`src/rtl/i2s_multichannel_tx.sv`:
```
// Multi-format (I2S / left-justified / TDM) serial audio transmitter with a one-frame holding buffer.
// BCLK and WS are derived from clk_in; data and WS only change on BCLK falling edges (divider ticks).
module i2s_multichannel_tx #(
    parameter int unsigned SAMPLE_W = 16,
    parameter int unsigned SLOT_W   = 16,
    parameter int unsigned CHANNELS = 2,
    parameter int unsigned BCLK_DIV = 4,
    parameter int unsigned MODE     = 0
) (
    input  logic                         clk_in,
    input  logic                         reset_in,
    input  logic                         enable_in,
    input  logic [SAMPLE_W*CHANNELS-1:0] sample_in,
    input  logic                         sample_valid_in,
    output logic                         sample_ready_out,
    output logic                         i2s_bclk_out,
    output logic                         i2s_ws_out,
    output logic                         i2s_d_out,
    output logic                         frame_start_out,
    output logic                         underrun_out
);
    localparam int unsigned FRAME_W    = SAMPLE_W * CHANNELS;
    localparam int unsigned FRAME_BITS = SLOT_W * CHANNELS;
    localparam int unsigned PAD_W      = SLOT_W - SAMPLE_W;
    localparam int unsigned DIV_W      = $clog2(BCLK_DIV);
    localparam int unsigned BIT_W      = $clog2(FRAME_BITS);

    typedef enum logic {
        ST_IDLE,
        ST_RUN
    } state_e;

    state_e                state_q, state_d;
    logic [DIV_W-1:0]      div_cnt_q, div_cnt_d;
    logic [BIT_W-1:0]      bit_cnt_q, bit_cnt_d;
    logic [FRAME_BITS-1:0] shift_q, shift_d;
    logic [FRAME_W-1:0]    buf_q, buf_d;
    logic                  buf_full_q, buf_full_d;
    logic                  ready_q, ready_d;
    logic                  bclk_q, bclk_d;
    logic                  ws_q, ws_d;
    logic                  d_q, d_d;
    logic                  fs_q, fs_d;
    logic                  ur_q, ur_d;

    logic [FRAME_BITS-1:0] padded_c;
    logic [FRAME_BITS-1:0] shift_src_c;
    logic [BIT_W-1:0]      bit_next_c;
    logic                  tick_c;
    logic                  accept_c;

    // Buffered frame laid out slot-major, each sample MSB-aligned in its slot with zero LSB padding.
    always_comb begin
        padded_c = '0;
        for (int unsigned n = 0; n < CHANNELS; n++) begin
            padded_c[(CHANNELS-1-n)*SLOT_W + PAD_W +: SAMPLE_W] = buf_q[n*SAMPLE_W +: SAMPLE_W];
        end
    end

    always_comb begin
        state_d     = state_q;
        div_cnt_d   = div_cnt_q;
        bit_cnt_d   = bit_cnt_q;
        shift_d     = shift_q;
        buf_d       = buf_q;
        buf_full_d  = buf_full_q;
        bclk_d      = 1'b0;
        ws_d        = 1'b0;
        d_d         = 1'b0;
        fs_d        = 1'b0;
        ur_d        = 1'b0;
        shift_src_c = shift_q;
        tick_c      = 1'b0;
        accept_c    = sample_valid_in && ready_q;
        bit_next_c  = (bit_cnt_q == BIT_W'(FRAME_BITS-1)) ? '0 : bit_cnt_q + 1'b1;

        case (state_q)
            ST_IDLE: begin
                div_cnt_d = '0;
                bit_cnt_d = '0;
                if (enable_in) begin
                    state_d = ST_RUN;
                end
            end
            ST_RUN: begin
                tick_c    = (div_cnt_q == '0);
                div_cnt_d = (div_cnt_q == DIV_W'(BCLK_DIV-1)) ? '0 : div_cnt_q + 1'b1;
                bclk_d    = (div_cnt_q >= DIV_W'(BCLK_DIV/2));
                ws_d      = ws_q;
                d_d       = d_q;
                if (tick_c) begin
                    if ((bit_cnt_q == '0) && !enable_in) begin
                        // Stop only at a frame boundary; the held buffer survives for the next run.
                        state_d   = ST_IDLE;
                        div_cnt_d = '0;
                        bclk_d    = 1'b0;
                        ws_d      = 1'b0;
                        d_d       = 1'b0;
                    end else begin
                        if (bit_cnt_q == '0) begin
                            fs_d        = 1'b1;
                            ur_d        = !buf_full_q;
                            shift_src_c = buf_full_q ? padded_c : '0;
                            buf_full_d  = 1'b0;
                        end
                        d_d       = shift_src_c[FRAME_BITS-1];
                        shift_d   = shift_src_c << 1;
                        bit_cnt_d = bit_next_c;
                        if (MODE == 0) begin
                            ws_d = (bit_next_c >= BIT_W'(SLOT_W));
                        end else if (MODE == 1) begin
                            ws_d = (bit_cnt_q < BIT_W'(SLOT_W));
                        end else begin
                            ws_d = (bit_cnt_q == BIT_W'(FRAME_BITS-1));
                        end
                    end
                end
            end
            default: state_d = ST_IDLE;
        endcase

        if (accept_c) begin
            buf_d      = sample_in;
            buf_full_d = 1'b1;
        end
        ready_d = !buf_full_d;
    end

    always_ff @(posedge clk_in or posedge reset_in) begin
        if (reset_in) begin
            state_q    <= ST_IDLE;
            div_cnt_q  <= '0;
            bit_cnt_q  <= '0;
            shift_q    <= '0;
            buf_q      <= '0;
            buf_full_q <= 1'b0;
            ready_q    <= 1'b1;
            bclk_q     <= 1'b0;
            ws_q       <= 1'b0;
            d_q        <= 1'b0;
            fs_q       <= 1'b0;
            ur_q       <= 1'b0;
        end else begin
            state_q    <= state_d;
            div_cnt_q  <= div_cnt_d;
            bit_cnt_q  <= bit_cnt_d;
            shift_q    <= shift_d;
            buf_q      <= buf_d;
            buf_full_q <= buf_full_d;
            ready_q    <= ready_d;
            bclk_q     <= bclk_d;
            ws_q       <= ws_d;
            d_q        <= d_d;
            fs_q       <= fs_d;
            ur_q       <= ur_d;
        end
    end

    assign sample_ready_out = ready_q;
    assign i2s_bclk_out     = bclk_q;
    assign i2s_ws_out       = ws_q;
    assign i2s_d_out        = d_q;
    assign frame_start_out  = fs_q;
    assign underrun_out     = ur_q;

endmodule

```
`config.mk`:
```
export PLATFORM = sky130hd
export DESIGN_NAME = i2s_multichannel_tx
export DESIGN_NICKNAME = d
export VERILOG_FILES = /design/src/rtl/i2s_multichannel_tx.sv
export SDC_FILE = /design/constraint.sdc
export NUM_CORES = 1
export LEC_CHECK = 0
export ABC_AREA = 1
export CAP_MARGIN = 10
export CORE_MARGIN = 2
export CORE_UTILIZATION = 60
export DETAILED_ROUTE_END_ITERATION = 8
export PLACE_DENSITY = 0.91
export SLEW_MARGIN = 0
export SYNTH_ARGS = -nofsm -noshare
export SYNTH_HDL_FRONTEND = slang
export SYNTH_SLANG_ARGS = --single-unit
```
`constraint.sdc`:
```
create_clock -name clk_in -period 7.9 [get_ports clk_in]
set_input_delay 1.975 -clock clk_in [delete_from_list [all_inputs] [get_ports clk_in]]
set_output_delay 1.975 -clock clk_in [all_outputs]
set_load 0.005 [all_outputs]
```
==> flow_summary.json, run 1 <==
{
  "status": "finished, final reports clean",
  "r2r_cells": 6,
  "synth.area.top_cells": "dfrtp_1 (51%), nand2_1 (30%), nand3b_1 (6.0%)",
  "core-area_um2": 5990,
  "antenna_found_initial": 0,
  "final_antenna_net_count": 0,
  "irDropWorstVdd_mv": 0.273,
  "syn_avg_cell_area_um2": 7.72,
  "synth_cell_types": 22,
  "rsz0062_at_grt": "no",
  "min_path_cells": 2,
  "netlist.area_leader.share": 0.509,
  "fp.dieH_um": 83.4,
  "layout_setup_ws_ps": 3900,
  "io_buffers": 41,
  "yosys_register_bits": 78,
  "post-place-ws_ps": 3540,
  "hp-class": "reg -> reg",
  "hold_violations": 0,
  "n_antenna_cell": 0,
  "m1WireLength_mm": 3.64,
  "post-dp-hpwl_mm": 4.94,
  "crit_type": "in -> reg",
  "cts_tree": "built",
  "regToRegStartpoint": "bit_cnt_q[2]$_DFFE_PP0P_",
  "crit_start": "sample_valid_in",
  "required_ps": 8180,
  "mostFrequentLayoutCell": "nand2_1",
  "nets": 559,
  "syn-num-nets": 532,
  "holdBufCountCts": 0,
  "maxSlewViolCount": 0,
  "num_vias": 3203,
  "clock_path_buffers": 2,
  "synth_area_um2": 3780,
  "cp_max_fo": 34,
  "routed_wirelength_mm": 7.83,
  "start_util": 0.632,
  "hp-start": "shift_q[5]$_DFFE_PP0P_",
  "via_per_inst": 5.37,
  "grt_pass1_wl_mm": 13.6,
  "end_kind": "flip-flop",
  "met3_wirelength_um": 355,
  "drive_above_1_share": 0.0479,
  "root_buffer": "clkbuf_8",
  "gp_congestion": 0.786,
  "yosys_warnings": 0,
  "io_pins": 42,
  "powerDensity_nw_per_um2": 372,
  "top_layer": "met4",
  "cp-start-kind": "input pin",
  "nFillCells": 423,
  "firstDrtPassIters": 6,
  "met2_length_mm": 3.74,
  "clk_pin_slew_worst_paths_ps": 80,
  "fin_crit_ps": 4000,
  "slew_headroom": 0.293,
  "min_period_over_period": 0.506,
  "layout_common_cells": "nand2_1 (298), dfrtp_1 (77), clkdlybuf4s50_1 (41), nand3b_1 (30), inv_1 (16)",
  "max_freq_mhz": 250,
  "overflow": 0,
  "skew_ps": 6.86,
  "grt_use_total": 0.240,
  "multiInputGateArea_um2": 1610,
  "cts_sinks": 78,
  "die_area_um2": 6960,
  "synthCells": 490,
  "rows": 28,
  "setup_viol": 0,
  "wire_per_inst_um": 13.1,
  "worstPathArrival_ps": 4280,
  "ctsResizeCount": 0,
  "hold_slack_ps": 485,
  "synth_top_area_cell": "dfrtp_1",
  "grt_start_max_net_pins": 79,
  "placed_cells": 581,
  "max-cap-violations": 0,
  "drc": 0,
  "first_global_vias": 2999,
  "die_w_um": 83.4,
  "post_cts_buffers": 0,
  "final_cells": 597,
  "insertion_delay_ps": 350,
  "synth-seq-area-share": 0.516,
  "cts_max_level": 3,
  "layout.area.seq_um2": 1950,
  "fin_tns_setup_ps": 0,
  "cts_buffers": 9,
  "worst_pin_slew_ps": 1060,
  "drt_iter0_markers": 280,
  "power_leakage_nw": 2.38,
  "synthToLayoutAreaGrowth_pct": 14.5
}
[synthesized netlist by cell type]
library cell  number
ha_1               6
inv_2              1
buf_4              3
buf_2             12
nand2_1          298
inv_1             17
clkbuf_1           9
or2_2              1
dfstp_2            1
dfrtp_1           77
nand2_2            1
nor2_1             7
buf_6              3
o21ai_0            2
nand3b_1          30
nand3_1           10
nor2_4             1
xor2_1             1
nor2_2             1
o21bai_1           1
nand4_1            7
nand3_4            1
[registers in the layout, summed over array words and instances, names as in the netlist]
register,cells
bit_cnt_q,5
frame_start_out,1
i2s_bclk_out,1
i2s_d_out,1
shift_q,31
buf_q,32
underrun_out,1
state_q,1
i2s_ws_out,1
buf_full_q,1
sample_ready_out,1
div_cnt_q,2
[metrics by stage]
step	utilization	total power, mW	instance area [um2]
2_1_floorplan	-	1.19	3780
3_3_place_gp	0.693	1.29	4150
3_5_place_dp	0.693	1.33	4150
4_1_cts	0.723	1.60	4330
5_1_grt	0.723	1.74	4330
6_report	0.723	1.61	4330
[cells by family after synthesis]
kind of cell | count (synthesis) | share of synthesized area
fa+ha+maj | 6 | 0.0198
flops | 78 | 0.516
buf+inv | 45 | 0.0575
xor+xnor | 1 | 0.00232
compound gates | 3 | 0.00463
simple gates | 357 | 0.399
[worst max-delay path: stages]
cell and delay (ps):
clkdlybuf4s50_1 450, nand2_1 610, inv_1 970, nand2_1 150, nand2_1 110
[per-layer routing]
layer | vias to the layer above | global-route usage
met2 | 91 | 0.381
met4 | 0 | 0.0704
met3 | 11 | 0.0378
met5 | - | 0
met1 | 1546 | 0.344
li1 | 1555 | -
[where the power goes]
part | switching (mW) | internal [mW]
combinational | 0.420 | 0.235
sequential | 0.124 | 0.555
clock | 0.144 | 0.130
[layout make-up]
type	count	share of cell area
clock buffers	12	0.0358
clock inverters	4	0.00520
inverters	18	0.0156
multi-input cells	367	0.372
flip-flops and latches	78	0.451
well taps	75	0.0217
repair buffers	43	0.0982
[final timing paths]
| kind | to | slack [ps] |
|---|---|---|
| hold reg to reg | shift_q[5]$_DFFE_PP0P_ | 480 |
| hold / removal | shift_q[5]$_DFFE_PP0P_ | 480 |
| setup reg to reg | bit_cnt_q[4]$_DFFE_PP0P_ | 5270 |
| setup / recovery | buf_q[9]$_DFFE_PP0P_ | 3900 |
| max in group asynchronous | buf_q[13]$_DFFE_PP0P_ | 5050 |
| min in group asynchronous | underrun_out$_DFF_PP0_ | 2240 |
(Power assumes the default switching activity.)
==> inputs of run 2 (changes only) <==
--- a/config.mk
+++ b/config.mk
@@ -8,9 +8,9 @@
 export ABC_AREA = 1
 export CAP_MARGIN = 10
 export CORE_MARGIN = 2
-export CORE_UTILIZATION = 60
+export CORE_UTILIZATION = 51
 export DETAILED_ROUTE_END_ITERATION = 8
-export PLACE_DENSITY = 0.91
+export PLACE_DENSITY = 0.83
 export SLEW_MARGIN = 0
 export SYNTH_ARGS = -nofsm -noshare
 export SYNTH_HDL_FRONTEND = slang
==> constraint.sdc (replaced) <==
create_clock -name clk_in -period 3.4 [get_ports clk_in]
set_input_delay 0.85 -clock clk_in [delete_from_list [all_inputs] [get_ports clk_in]]
set_output_delay 0.85 -clock clk_in [all_outputs]
set_load 0.005 [all_outputs]
==> run 2 against run 1 <==
Effect of this change:
- global-route usage fell by 4.1 points
- critical path depth fell by 4
- setup slack got worse by 2700 ps
- wire length fell by 4.8%
- clock power rose to 3.0 times the previous value
- cell area rose by 3.1%
- utilization fell by 10 points
- flip-flop and latch count did not move
- power rose by 140%
- sequential power rose by 130%
- non-clock buffer count rose by 4
- first-iteration DRC count fell by 5.4%
- critical endpoint is now sample_ready_out
==> flow_summary.json, run 2 (same netlist as run 1, synthesis figures left out) <==
{
  "status": "finished, final reports clean",
  "drc": 0,
  "ctsResizeCount": 0,
  "hold_violations": 0,
  "mostFrequentLayoutCell": "nand2_1",
  "holdBufCountCts": 0,
  "io_buffers": 41,
  "routed_wirelength_mm": 7.45,
  "maxSlewViolCount": 0,
  "grt_use_total": 0.198,
  "drt_iter0_markers": 265,
  "layout_setup_ws_ps": 1170,
  "die_area_um2": 8120,
  "wire_per_inst_um": 11.9,
  "gp_congestion": 0.779,
  "power_mw": 3.93,
  "nFillCells": 622,
  "powerDensity_nw_per_um2": 879,
  "first_global_vias": 3002,
  "firstDrtPassIters": 4,
  "critPathBufInv": 1,
  "max-cap-violations": 0,
  "core-area_um2": 7210,
  "reg_top3": "buf_q: 32 flops, shift_q: 31 flops, bit_cnt_q: 5 flops",
  "clock_path_buffers": 2,
  "required_ps": 2550,
  "clk_pin_slew_worst_paths_ps": 80,
  "cts_buffers": 9,
  "max_freq_mhz": 448,
  "end_kind": "output pin",
  "power_leakage_nw": 2.43,
  "crit_chain": "clkdlybuf4s50_1",
  "final_cells": 625,
  "min_period_over_period": 0.656,
  "design_area_um2": 4460,
  "irDropWorstVdd_mv": 0.544,
  "post_cts_buffers": 0,
  "cp_max_fo": 2,
  "final_antenna_net_count": 0,
  "slew_headroom": 0.342,
  "grt_pass1_wl_mm": 13.2,
  "n_antenna_cell": 0,
  "io_pins": 42,
  "nets": 563,
  "rows": 31,
  "cpMaxStageDelayCell": "dfstp_2",
  "setup_viol": 0,
  "cts_max_level": 3,
  "slowest_delay_ps": 540,
  "fin_crit_ps": 2230,
  "grt_start_max_net_pins": 79,
  "cp-start-kind": "flip-flop",
  "worst_pin_slew_ps": 987,
  "via_per_inst": 4.99,
  "layout_common_cells": "nand2_1 (298), dfrtp_1 (77), clkdlybuf4s50_1 (41), nand3b_1 (30), inv_1 (16)",
  "cts_sinks": 78,
  "overflow": 0,
  "start_util": 0.524,
  "top_register": "buf_q",
  "crit_type": "reg -> out",
  "rsz0062_at_grt": "no",
  "antenna_found_initial": 0,
  "hp-class": "reg -> reg",
  "crit_family": "flip-flops",
  "root_buffer": "clkbuf_8",
  "worstPathArrival_ps": 1380,
  "largest_reg_flops": 32,
  "drive_above_1_share": 0.0532,
  "fp.dieH_um": 90.1,
  "placed_cells": 609,
  "cts_tree": "built",
  "num_vias": 3119,
  "insertion_delay_ps": 350,
  "fin_tns_setup_ps": 0,
  "post-place-ws_ps": 1070,
  "post-dp-hpwl_mm": 4.84,
  "die_w_um": 90.1,
  "synthToLayoutAreaGrowth_pct": 18.0,
  "skew_ps": 12.9,
  "postPlaceCellArea_um2": 4230
}
run 2: changes by cell type in the layout (fill, tap and decap cells not counted), sizes merged:
cell,previous run,this run
bufinv,0,3
buf,2,6
clkbuf,12,11
clkinvlp,1,0
clkinv,3,2
run 2: power breakdown:
part	switching (mW)	internal [mW]	leakage, nW
clock network	0.335	0.491	0.118
logic	0.958	0.577	1.31
registers	0.275	1.29	1.00
run 2: per-stage QoR:
stage               hold slack (ps)  utilization
floorplan                       449            -
global placement                462        0.586
detailed placement              465        0.586
CTS                             484        0.619
global route                    500        0.619
finish                          483        0.619
run 2: final timing paths:
kind                                       startpoint                          to  slack [ps]  cells past startpoint
min                            shift_q[2]$_DFFE_PP0P_      shift_q[2]$_DFFE_PP0P_         480                      2
max                        sample_ready_out$_DFF_PP1_            sample_ready_out        1170                      1
max in group asynchronous                    reset_in  sample_ready_out$_DFF_PP1_        2140                      3
max reg2reg                  bit_cnt_q[0]$_DFFE_PP0P_     shift_q[30]$_DFFE_PP0P_        1190                     11
min in group asynchronous                    reset_in      underrun_out$_DFF_PP0_         890                      3
min reg2reg                    shift_q[2]$_DFFE_PP0P_      shift_q[2]$_DFFE_PP0P_         480                      2
run 2: routing by layer:
layer	share of wire	up-vias	global-route usage
met4	0.018	0	0.0872
met2	0.49	81	0.320
met5	0	-	0
met1	0.45	1464	0.266
met3	0.047	10	0.0319
li1	-	1564	-
run 2: area by class of cell:
type / count / area (um2) / area share
clock inverters: 5 / 108 / 0.0241
repair buffers: 47 / 468 / 0.105
well taps: 99 / 124 / 0.0277
inverters: 18 / 67.6 / 0.0151
flip-flops and latches: 78 / 1950 / 0.437
clock buffers: 11 / 131 / 0.0294
multi-input cells: 367 / 1610 / 0.361
